## src/rtl/low_band_fir.sv

```systemverilog
// Low-band FIR MAC engine: pairs each streamed sample with a ROM coefficient,
// accumulates at full precision and emits one shifted, saturated sample per burst.
module low_band_fir #(
    parameter int TAPS   = 1021,
    parameter int SMPL_W = 16,
    parameter int COEF_W = 16,
    parameter int ACC_W  = 42,
    parameter int SHIFT  = 15
) (
    input  logic                     clk,
    input  logic                     rst_n,
    input  logic                     seq_in,
    input  logic signed [SMPL_W-1:0] smpl_in,
    input  logic signed [COEF_W-1:0] coeff_in,
    output logic [9:0]               coeff_addr,
    output logic signed [SMPL_W-1:0] flt_out,
    output logic                     flt_vld,
    output logic                     busy,
    output logic                     err
);

    localparam int CNT_W  = $clog2(TAPS + 1);
    localparam int PROD_W = SMPL_W + COEF_W;
    localparam logic signed [ACC_W-1:0] SAT_MAX = ACC_W'((2 ** (SMPL_W - 1)) - 1);
    localparam logic signed [ACC_W-1:0] SAT_MIN = ACC_W'(-(2 ** (SMPL_W - 1)));

    typedef enum logic [1:0] {IDLE, ACCUM, FLUSH, OUT} state_t;

    state_t                    state, next_state;
    logic [CNT_W-1:0]          tap_cnt;
    logic                      flush_cnt;
    logic                      v1, v2;
    logic signed [PROD_W-1:0]  prod;
    logic signed [ACC_W-1:0]   acc;
    logic signed [ACC_W-1:0]   shifted;
    logic signed [SMPL_W-1:0]  sat_val;
    logic                      tap_full, accept, start, err_set, result_now;

    assign tap_full   = (tap_cnt >= CNT_W'(TAPS));
    assign start      = (state == IDLE) && seq_in;
    assign accept     = start || ((state == ACCUM) && seq_in && !tap_full);
    assign result_now = (state == FLUSH) && (next_state == OUT);
    assign coeff_addr = 10'(tap_full ? CNT_W'(TAPS - 1) : tap_cnt);

    assign err_set = (seq_in && (((state == ACCUM) && tap_full) || (state == FLUSH) || (state == OUT)))
                   || ((state == ACCUM) && !seq_in && (tap_cnt != CNT_W'(TAPS)));

    // The ACCUM cycle that sees seq_in low is the first drain cycle, so two FLUSH
    // cycles complete the three-cycle drain and the last product lands before OUT.
    always_comb begin
        next_state = state;
        case (state)
            IDLE:    if (seq_in) next_state = ACCUM;
            ACCUM:   if (!seq_in) next_state = FLUSH;
            FLUSH:   if (flush_cnt) next_state = OUT;
            OUT:     next_state = IDLE;
            default: next_state = IDLE;
        endcase
    end

    always_comb begin
        shifted = acc >>> SHIFT;
        sat_val = shifted[SMPL_W-1:0];
        if (shifted > SAT_MAX) begin
            sat_val = {1'b0, {(SMPL_W-1){1'b1}}};
        end else if (shifted < SAT_MIN) begin
            sat_val = {1'b1, {(SMPL_W-1){1'b0}}};
        end
    end

    always_ff @(posedge clk or negedge rst_n) begin
        if (!rst_n) begin
            state     <= IDLE;
            flush_cnt <= 1'b0;
            busy      <= 1'b0;
        end else begin
            state     <= next_state;
            flush_cnt <= (state == FLUSH);
            busy      <= (next_state != IDLE);
        end
    end

    always_ff @(posedge clk or negedge rst_n) begin
        if (!rst_n) begin
            tap_cnt <= '0;
        end else if (state == IDLE) begin
            tap_cnt <= start ? CNT_W'(1) : '0;
        end else if (state == OUT) begin
            tap_cnt <= '0;
        end else if (accept) begin
            tap_cnt <= tap_cnt + CNT_W'(1);
        end
    end

    // Valid tokens travel alongside the data so bubbles never reach the accumulator.
    always_ff @(posedge clk or negedge rst_n) begin
        if (!rst_n) begin
            v1   <= 1'b0;
            v2   <= 1'b0;
            prod <= '0;
            acc  <= '0;
        end else begin
            v1 <= accept;
            v2 <= v1;
            if (v1) begin
                prod <= PROD_W'(smpl_in) * PROD_W'(coeff_in);
            end
            if (start) begin
                acc <= '0;
            end else if (v2) begin
                acc <= acc + {{(ACC_W-PROD_W){prod[PROD_W-1]}}, prod};
            end
        end
    end

    always_ff @(posedge clk or negedge rst_n) begin
        if (!rst_n) begin
            flt_out <= '0;
            flt_vld <= 1'b0;
            err     <= 1'b0;
        end else begin
            flt_vld <= result_now;
            if (result_now) begin
                flt_out <= sat_val;
            end
            if (start) begin
                err <= 1'b0;
            end else if (err_set) begin
                err <= 1'b1;
            end
        end
    end

endmodule
```

## config.mk

```make
export PLATFORM = sky130hd
export DESIGN_NAME = low_band_fir
export DESIGN_NICKNAME = d
export VERILOG_FILES = /design/src/rtl/low_band_fir.sv
export SDC_FILE = /design/constraint.sdc
export NUM_CORES = 1
export LEC_CHECK = 0
export ABC_AREA = 1
export BUFFER_PORTS_ARGS = -buffer_cell sky130_fd_sc_hd__clkbuf_2
export CORE_ASPECT_RATIO = 0.7
export CORE_UTILIZATION = 50
export DETAILED_ROUTE_END_ITERATION = 7
export GPL_ROUTABILITY_DRIVEN = 1
export PLACE_DENSITY = 0.64
export SLEW_MARGIN = 20
export SYNTH_ARGS = -nofsm -noshare
export SYNTH_HDL_FRONTEND = slang
export SYNTH_SLANG_ARGS = --single-unit
```

## constraint.sdc

```tcl
create_clock -name clk -period 2.8 [get_ports clk]
set_input_delay 0.56 -clock clk [delete_from_list [all_inputs] [get_ports clk]]
set_output_delay 0.56 -clock clk [all_outputs]
set_load 0.05 [all_outputs]
```

======== Word-level counts from Yosys, hierarchy flattened ========
Cells that the tools add are included.
cells by class
  reductions and logical operators ........ 19
  equal/unequal tests ..................... 5
  add/subtract/negate cells ............... 2
  order comparisons ....................... 3
  mux-type cells .......................... 15
  $mul .................................... 1
operator list
  cell                                                          count
  two-way mux 42 bit                                            2
  adder 42 bit                                                  1
  two-way mux 10 bit                                            4
  multiplier 16 x 16 -> 32 bit                                  1
  two-way mux 16 bit                                            2
  > comparator 27 x 16 -> 1 bit, second input constant          1
  less-than comparator 27 x 16 -> 1 bit, second input constant  1
  adder 10 x 1 -> 10 bit, second input constant                 1
  greater-or-equal comparator 10 bit, second input constant     1
  inequality test 10 bit, second input constant                 1
  logical AND 1 bit                                             8
  case mux 2 bit (4 select lines)                               1
  == test 2 bit, second input constant                          3
  two-way mux 2 bit                                             3
  nonzero test 2 bit                                            3
  logical OR 1 bit                                              4
  two-way mux 1 bit                                             3
  nonzero test 3 bit                                            1
  == test 2 x 1 -> 1 bit, second input constant                 1
  zero test 1 bit                                               2
  zero test 2 bit                                               1
word-level totals
  input bits .............................. 35
  register bits ........................... 108

======== Depth between registers and ports, before layout ========
  depth after elaboration ................. 8
  mapped depth ............................ 28
  mapped depth without buffers ............ 27

======== Worst setup path before layout ========
Ideal clock, no wire load.
  path kind ............................... input to register
  start ................................... input port coeff_in[5]
  end ..................................... register prod[27]
  buffers on the path ..................... 2
  cell stages on the path ................. 22
  arrival ................................. 5,730 ps
  required time ........................... 2,682 ps
  setup slack ............................. -3,048 ps
  path through ............................ clkbuf_1 > clkbuf_1 > nand2_1 > fa_1 > inv_1 > fa_1 > fa_1 > fa_1 > fa_1 > inv_1 > fa_1 > inv_1 > ha_1 > nand2_2 > nor2_1 > inv_1 > nor3_1 > nand3b_1 > nand3_1 > nand2_1 > nand3_1 > nand2_1
between the ends
  longest elaborated chain between the ends .. 1
RTL lines
  item                          RTL line  RTL
  from (decl)                   14        input logic signed [COEF_W-1:0] coeff_in,
  multiplier 16 x 16 -> 32 bit  106       prod <= PROD_W'(smpl_in) * PROD_W'(coeff_in);
  to (signal assigned)          106
  to (decl)                     33        logic signed [PROD_W-1:0] prod;
No other way between the ends.
A chain may end at the register's enable or synchronous reset.

======== Final worst setup path ========
  start ................................... input port coeff_in[15]
  end ..................................... register prod[30]
Same word-level chain as after synthesis.

==> results by group <==
STA
  – Relative max-transition margin: 0.322
  – Final Critical Period: 5.20 ns
  – Max frequency: 192 MHz
  – Setup Viol. Count Final: 28
  – Clock skew: 0.0163 ns
  – Worst setup slack after layout: -2.40 ns
  – Max Slew Vio Count: 0
  – Tcrit/Tclk final: 1.86
  – RSZ-0062 raised after global routing: yes
  – Final Hold Vio Count: 0
  – Slew @ Worst Pin: 1.02 ns

Final layout
  – Synth-to-Final Area Change: 28.5%
  – Final instance area: 23800 um2
  – Antenna cells: 0
  – Most frequent cells in the layout: nand2_1 (784), inv_1 (594), fa_1 (237)
  – Fraction of layout instances using a drive strength above 1: 0.246
  – Fin util: 0.658
  – Fin nets: 3331
  – Most common cell after layout, fill and taps aside: nand2_1

Logic synthesis
  – Mux cell area share after synthesis: 0
  – Main combinational cell family by area after synthesis: adder cells
  – Synth Area in Compound Gates: 0.0513
  – EDFF count, synth: 0
  – Sequential share of the synthesized area: 0.146
  – YS warnings: 0
  – Top cells by area, synth: fa_1 (28%), nand2_1 (18%), dfrtp_1 (15%)
  – Average size of a mapped cell: 6.93 um2
  – Post-Synth Adder-Cell Area: 0.369
  – Synth top area share: 0.284
  – Yosys top cell by area: fa_1
  – Fraction of registers with async set or reset after synthesis: 1.00
  – Top_reg_cell synth: dfrtp_1
  – Post-synthesis xor/xnor area fraction: 0.0104
  – Seq cells post-synth: 108
  – Mapped Area: 18500 um2
  – Cells after Synth: 2676
  – Post-synthesis cell type count: 44
  – Post-Syn Nets: 3100
  – Simple logic cell fraction of the synthesized area: 0.267

CTS
  – Worst-skew pair later-pin latency: 0.39 ns
  – CTS tree: done
  – Root buf cell: clkbuf_16
  – CTS Buf Count: 9
  – H-tree levels: 3
  – Clock transition at path regs: 0.09 ns
  – Clock sink count: 108
  – Clock Path Buffers: 2

Detailed routing
  – DRT Pass-1 Iters: 6
  – DRT iter0 DRCs: 1375
  – Vias after detailed routing: 17259
  – Drt drc: 0
  – Via density: 5.09
  – Routed WL per cell: 17.1 um
  – Routed Antenna Nets: 0
  – WL final: 57900 um

Setup path
  – R2R Path End: acc[40]
  – Critical path type: primary input to flip-flop
  – Reg-to-reg slack, setup: 0.22 ns
  – CP arrival: 5.48 ns
  – Worst Path Max Fanout: 4
  – Worst setup SP type: primary input
  – Worst path required time: 3.08 ns
  – Worst r2r path cells: 11
  – CP endpoint kind: flip-flop
  – R2r startpoint: prod[31]

Floorplanning
  – I/O Pins: 64
  – Core area: 36200 um2
  – Die area: 37900 um2
  – Die W: 232 um
  – Die height: 163 um
  – Row Count: 58
  – Initial Util: 0.512

Min path
  – Hold Crit Class: primary input to async pin

Global route
  – Global route hottest layer: met1
  – Number of global-route vias before repair: 16802
  – First-pass GRT wire length: 91100 um
  – Gr usage total: 0.313
  – Met1 track demand over resource: 0.496
  – Largest net degree at the start of global routing: 109
  – Met3 Resource Use GR: 0.0882
  – Gr ovfl total: 0
  – Met2 Resource Use GR: 0.426
  – Initial antenna violation count: 0

Place
  – DP Worst Slack: -3.14 ns
  – Routability cong.: 1.01
  – Placed standard-cell area: 21400 um2
  – Final HPWL DP: 47200 um
  – Port bufs: 63

Outcome
  – Status: finished with violations
  – Violated checks: negative setup slack

Flow run
  – Maxcap violations: 0
-- through the flow --
step	cells	setup TNS [ns]	hold slack (ns)
final	3392	-57.31	0.194
after global routing	3392	-61.65	0.301
after CTS	3366	-57.81	0.273
after detailed placement	3314	-74.92	0.475
after global placement	3314	-73.68	0.467
after floorplan	2676	-58.34	0.264
-- worst max-delay path, cell delays in order --
cell	delay [ns]
buf_8	0.07
clkinvlp_4	0.11
buf_6	0.14
buf_4	0.12
or2_2	0.29
fa_1	0.57
fa_2	0.46
fa_2	0.54
inv_1	0.05
fa_2	0.51
inv_1	0.05
fa_2	0.52
fa_1	0.41
inv_2	0.07
ha_4	0.21
a21oi_2	0.14
a21boi_2	0.17
nand2_1	0.08
a21oi_2	0.13
nand3_1	0.10
nand3_1	0.09
nand2_1	0.05
-- final cells by class --
type / instances / area, um2
Sequential cell: 108 / 2700
Clock buffer: 10 / 229
Clock inverter: 6 / 63.8
Timing Repair Buffer: 304 / 2900
Inverter: 683 / 2580
Fill cell: 3194 / 12400
Multi-Input combinational cell: 1801 / 14700
Tap cell: 480 / 601
-- timing repair --
| item | in CTS | in global routing |
|---|---|---|
| pin swaps | 158 | 187 |
| setup buffers | 35 | 29 |
| gates resized for setup | 265 | 177 |
| setup endpoints to repair | 28 | 28 |
| hold buffers | 0 | 0 |
| hold endpoints to repair | 0 | 0 |
| cloned | 2 | 3 |
-- Yosys cell counts, types with 6 or more instances --
cell type and n:
inv_1 678, a21oi_1 67, nand3b_1 15, fa_1 263
xnor2_1 13, clkbuf_1 73, nand2_1 879, dfrtp_1 108
nand2_2 7, nor2_2 6, nand4_1 27, buf_2 6
o21ai_2 6, ha_1 126, xor2_1 9, nor2_1 158
nand3_1 101, o21ai_0 65, nor3_1 15, a31oi_1 6
-- layer usage --
metal | vias up | share of wire
met1 | 8308 | 0.49
met4 | 2 | 0.0098
met2 | 587 | 0.39
met5 | - | 0.0018
li1 | 8315 | -
met3 | 47 | 0.11
-- flip-flops by register name, summed over array words and instances (netlist names) --
signal / cells
flt_out: 16
err: 1
prod: 32
v2: 1
busy: 1
flush_cnt: 1
state: 2
flt_vld: 1
acc: 42
tap_cnt: 10
v1: 1
-- worst max-delay path by stage --
| stage | from | to | slack (ns) | cells past startpoint |
|---|---|---|---|---|
| after floorplan | coeff_in[3] | prod[31] | -2.66 | 22 |
| after global placement | coeff_in[4] | prod[18] | -3.11 | 26 |
| after detailed placement | coeff_in[4] | prod[18] | -3.14 | 26 |
| after CTS | coeff_in[15] | prod[28] | -2.45 | 24 |
| after global routing | coeff_in[15] | prod[30] | -2.62 | 23 |
| final | coeff_in[15] | prod[30] | -2.40 | 22 |
-- kinds of logic after synthesis --
family,Yosys count
xor gates and xnor gates,22
AOI/OAI and AO/OA,169
DFF,108
buffers and inverters,767
adders and majority gates,389
and+or+nand+nor,1221
Power is not shown: default switching activity piles up to over one toggle a cycle in this logic, so the estimate is an artifact.
